`src/rtl/ff_bank.sv`:
```
// Bank of WIDTH independent flip-flops whose behaviour (D, T, JK or SR) is chosen at run time.
// Adds an enable, a synchronous clear, a sticky SR-invalid flag and a per-bit change report.
module ff_bank #(
   parameter int                 WIDTH   = 8,
   parameter logic [WIDTH-1:0]   RST_VAL = {WIDTH{1'b0}}
) (
   input  logic               clk,
   input  logic               rst_n,
   input  logic [1:0]         mode,
   input  logic               en,
   input  logic               clr,
   input  logic [WIDTH-1:0]   a,
   input  logic [WIDTH-1:0]   b,
   output logic [WIDTH-1:0]   q,
   output logic [WIDTH-1:0]   qn,
   output logic [WIDTH-1:0]   chg,
   output logic               err_sr
);

   localparam logic [1:0] MODE_D  = 2'b00;
   localparam logic [1:0] MODE_T  = 2'b01;
   localparam logic [1:0] MODE_JK = 2'b10;
   localparam logic [1:0] MODE_SR = 2'b11;

   logic [WIDTH-1:0] q_q, q_d;
   logic [WIDTH-1:0] chg_q, chg_d;
   logic             err_q, err_d;

   always_comb begin
      q_d   = q_q;
      err_d = err_q;
      if (clr) begin
         q_d   = RST_VAL;
         err_d = 1'b0;
      end else if (en) begin
         // a and b are only looked at inside the enable, so X inputs cannot leak in while idle.
         for (int i = 0; i < WIDTH; i++) begin
            case (mode)
               MODE_D:  q_d[i] = a[i];
               MODE_T:  q_d[i] = q_q[i] ^ a[i];
               MODE_JK: begin
                  case ({a[i], b[i]})
                     2'b01:   q_d[i] = 1'b0;
                     2'b10:   q_d[i] = 1'b1;
                     2'b11:   q_d[i] = ~q_q[i];
                     default: q_d[i] = q_q[i];
                  endcase
               end
               default: begin
                  case ({a[i], b[i]})
                     2'b01:   q_d[i] = 1'b0;
                     2'b10:   q_d[i] = 1'b1;
                     default: q_d[i] = q_q[i];
                  endcase
               end
            endcase
         end
         if ((mode == MODE_SR) && |(a & b))
            err_d = 1'b1;
      end
      chg_d = q_d ^ q_q;
   end

   always_ff @(posedge clk or negedge rst_n) begin
      if (!rst_n) begin
         q_q   <= RST_VAL;
         chg_q <= '0;
         err_q <= 1'b0;
      end else begin
         q_q   <= q_d;
         chg_q <= chg_d;
         err_q <= err_d;
      end
   end

   assign q      = q_q;
   assign qn     = ~q_q;
   assign chg    = chg_q;
   assign err_sr = err_q;

endmodule

```
`config.mk`:
```
export PLATFORM = sky130hd
export DESIGN_NAME = ff_bank
export DESIGN_NICKNAME = d
export VERILOG_FILES = /design/src/rtl/ff_bank.sv
export SDC_FILE = /design/constraint.sdc
export NUM_CORES = 1
export LEC_CHECK = 0
export CAP_MARGIN = 25
export CORE_ASPECT_RATIO = 0.5
export CORE_MARGIN = 2
export CORE_UTILIZATION = 42
export DETAILED_ROUTE_END_ITERATION = 12
export PLACE_DENSITY = 0.78
export SETUP_SLACK_MARGIN = 0.15
export SLEW_MARGIN = 20
export SYNTH_ARGS = -nofsm -noshare
export SYNTH_HDL_FRONTEND = slang
export SYNTH_SLANG_ARGS = --single-unit
export TNS_END_PERCENT = 30
```
`constraint.sdc`:
```
create_clock -name clk -period 1.59 [get_ports clk]
set_clock_uncertainty 0.2 [all_clocks]
set_input_delay 0.318 -clock clk [delete_from_list [all_inputs] [get_ports clk]]
set_output_delay 0.318 -clock clk [all_outputs]
set_load 0.01 [all_outputs]
```
==> flow_metrics.tcl <==
set metrics [dict create \
    design.final.nets 292 \
    drc 0 \
    synth_common_cells "inv_1 (23), dfrtp_1 (17), ha_1 (16), a21oi_1 (14), nor2_1 (11)" \
    p_comb_share_pct 44.9 \
    max_cap_viol_count 0 \
    r2r_start "q[3]" \
    delay_heaviest_family_cp "multiplexers" \
    cp_cell_sequence "buf_12 > inv_12 > ha_4 > or2_0 > mux4_2 > o311ai_2" \
    min-delay-path-class "input port to async pin" \
    grt-ovfl-total 0 \
    viasPerCell 5.861 \
    synth_warnings 0 \
    synth.yosys.seq_area_share_pct 29.18 \
    synth_top_area_share_pct 29.18 \
    place_congestion 0.8993 \
    syn-instance-count 165 \
    worst_slew_pin_slew_ps 351.7 \
    synth.cell_area_um2 1458 \
    dieArea_um2 3986 \
    root_buffer "clkbuf_8" \
    finalCriticalPeriod_ps 1631 \
    filler_cell_count 202 \
    finalMaxSlewViolations 0 \
    net_switching_fraction_of_the_power_pct 34.60 \
    clock_sinks 17 \
    setup_violations_final 2 \
    antenna_found_initial 0 \
    die-width_um 87.32 \
    detail_route.first_pass.iterations 4 \
    die-height_um 45.66 \
    boundaryPins 47 \
    crit_buf_inv 2 \
    post-synth-top-area-cell "dfrtp_1" \
    syn_area_per_cell_um2 8.834 \
    area_of_the_multi_input_gates_um2 1190 \
    htree_levels 1 \
    path_clk_slew_ps 80 \
    finish.cell_count_without_fillers 295 \
    first_global_vias 1799 \
    post-route-period-util_pct 102.6 \
    power_density_nw_per_um2 577.2 \
    buffer_ports.inserted 46 \
    clk_latency_ps 270 \
    wl_per_cell_um 18.97 \
    clock_power_share_pct 23.3 \
    initialDrtViolationCount 108 \
    power.static_leakage_nw 1.259 \
    core_um2 3378 \
    grt_first_pass_wirelength_mm 8.459 \
    timing.max_slew.rel_slack_pct 76.35 \
    detail-route-antenna-nets 0 \
    drive_above_1_share_pct 51.78 \
    crit_fanout 3 \
    status "complete, but fails checks" \
    timing.final.hold_violations 0 \
    worst-r2r-cell-count 4 \
    place.detailed.instances 283 \
    final-seq-area_um2 426.7 \
    row_count 15 \
    cts_made_buffers 3 \
    crit_slowest_cell "mux4_2" \
    crit_arrival_ps 1600 \
    detailed_place_hpwl_mm 3.248 \
    violations_in_the_final_reports "negative setup slack" \
    timing.setup.critical_path_class "input port to register" \
    initial_core_utilization_pct 43.15 \
    cts_tree "built" \
    antennaDiodeCount 0 \
    postSynthRegisterBits 17 \
    timing.final.ws_setup_ps -41.49 \
    synth_most_common_cell "inv_1" \
    cellInternalPower_mw 1.006 \
    switching_power_mw 0.5321 \
    areaGrowthSynthToFinish_pct 82.75 \
    routed_wirelength_mm 5.596 \
    grt.total_usage_pct 27.69 \
    cts.path.max_buffers 2 \
    yosysUniqueCellTypes 36 \
    synthesis.nets 203 \
    ir_drop_worst_vdd_mv 0.2750 \
    crit_path_max_incr_delay_ps 520 \
    crit-reg2reg-capture "chg[3]" \
    holdWs_ps 185.1 \
    fmaxAchievable_mhz 612.9 \
    via_count 1729 \
    r2r_setup_slack_ps -20 \
    timing.critical_path.required_ps 1560 \
    critPathCaptureType "register" \
    yosys_most_used_dff "dfrtp_1" \
    synth_top_area_cells "dfrtp_1 (29%), ha_1 (14%), inv_1 (5.9%), a21oi_1 (4.8%), mux4_1 (3.6%)" \
    synth_enable_flop_cells 0 \
    synth-async-reset-ratio_pct 100.0 \
    pwr-share-seq_pct 31.8 \
    grt_start_max_net_pins 18 \
    setup.worst_path.start_class "input port" \
    rsz0062_at_grt "true" \
]
-- worst register-to-register path, cell delays in order (launching register included) --
cell and delay [ps]:
dfrtp_1 380, buf_4 160, nand2_1 50, mux4_2 500, o311ai_2 230
-- final cells by class --
class / instances / area share [%]
Tap cell: 42 / 1.973
Timing Repair Buffer: 91 / 30.72
Inverter: 23 / 4.932
Sequential cell: 17 / 16.02
Multi-Input combinational cell: 118 / 44.67
Clock buffer: 4 / 1.691
-- worst max-delay path by stage --
stage / from / to / depth (start not counted)
4_1_cts: b[3] / chg[3] / 6
3_3_place_gp: b[1] / chg[1] / 6
5_1_grt: b[3] / chg[3] / 6
2_1_floorplan: b[1] / chg[1] / 5
6_report: b[3] / chg[3] / 6
3_5_place_dp: b[1] / chg[1] / 6
-- flip-flops by register name, summed over array words and instances, names as in the netlist --
register and flops:
chg 8, q 8, err_sr 1
-- per-layer routing --
metal	share of wire, %	vias to the layer above	wire length (um)	global-route usage (%)
li1	-	779	-	-
met1	39	844	2178	32.00
met2	52	82	2883	52.58
met3	6.0	24	333	4.710
met4	3.6	0	200	10.77
met5	0	-	0	0
-- repair_timing --
item / 4_1_cts / 5_1_grt
buffers inserted: 6 / 1
pin swaps: 36 / 23
resized for setup: 206 / 30
setup endpoints to repair: 42 / 29
gates cloned: 1 / 0
hold buffers: 0 / 0
-- logic make-up after synthesis --
kind of cell | count (synthesis) | synth area share [%]
and+or+nand+nor | 57 | 23.69
muxes | 8 | 7.811
buffers and inverters | 30 | 8.411
DFF | 17 | 29.18
adders and majority gates | 16 | 13.73
AOI/OAI and AO/OA | 37 | 17.17
-- placed cells by master, fill, tap and decap left out, types with 4 or more instances in the layout --
cell	netlist	final
a21o_1	4	4
clkdlybuf4s15_1	0	6
buf_4	0	38
o31ai_1	5	4
buf_6	1	11
nand4_1	5	5
a21oi_1	14	12
ha_4	0	12
inv_4	0	6
buf_8	0	6
mux2i_1	5	5
nand4b_1	6	6
dfrtp_1	17	16
nand2_1	8	8
nor2_1	11	10
buf_2	2	15
inv_1	23	9
nand2b_1	6	5
inv_2	0	5
dlygate4sd2_1	0	5
-- stage by stage --
step	setup slack (ps)	instance area, um2	utilization [%]	setup TNS (ps)	power, mW
final	-41.49	2664	78.85	-77.79	1.538
after global routing	-103.8	2664	78.85	-284.3	1.593
after CTS	-52.83	2592	76.74	-128.8	1.470
after detailed placement	-968.5	2267	67.11	-11960	1.053
after global placement	-900.1	2267	67.11	-11290	1.031
after floorplan	-202.2	1500	-	-1198	0.7279
-- power groups by stage --
stage	Sequential (mW)	Combinational, mW	Clock, mW
6_report	0.489	0.690	0.358
4_1_cts	0.488	0.633	0.350
5_1_grt	0.494	0.734	0.365
3_5_place_dp	0.499	0.554	0
3_3_place_gp	0.498	0.534	0
2_1_floorplan	0.521	0.207	0
(Power assumes the default switching activity.)
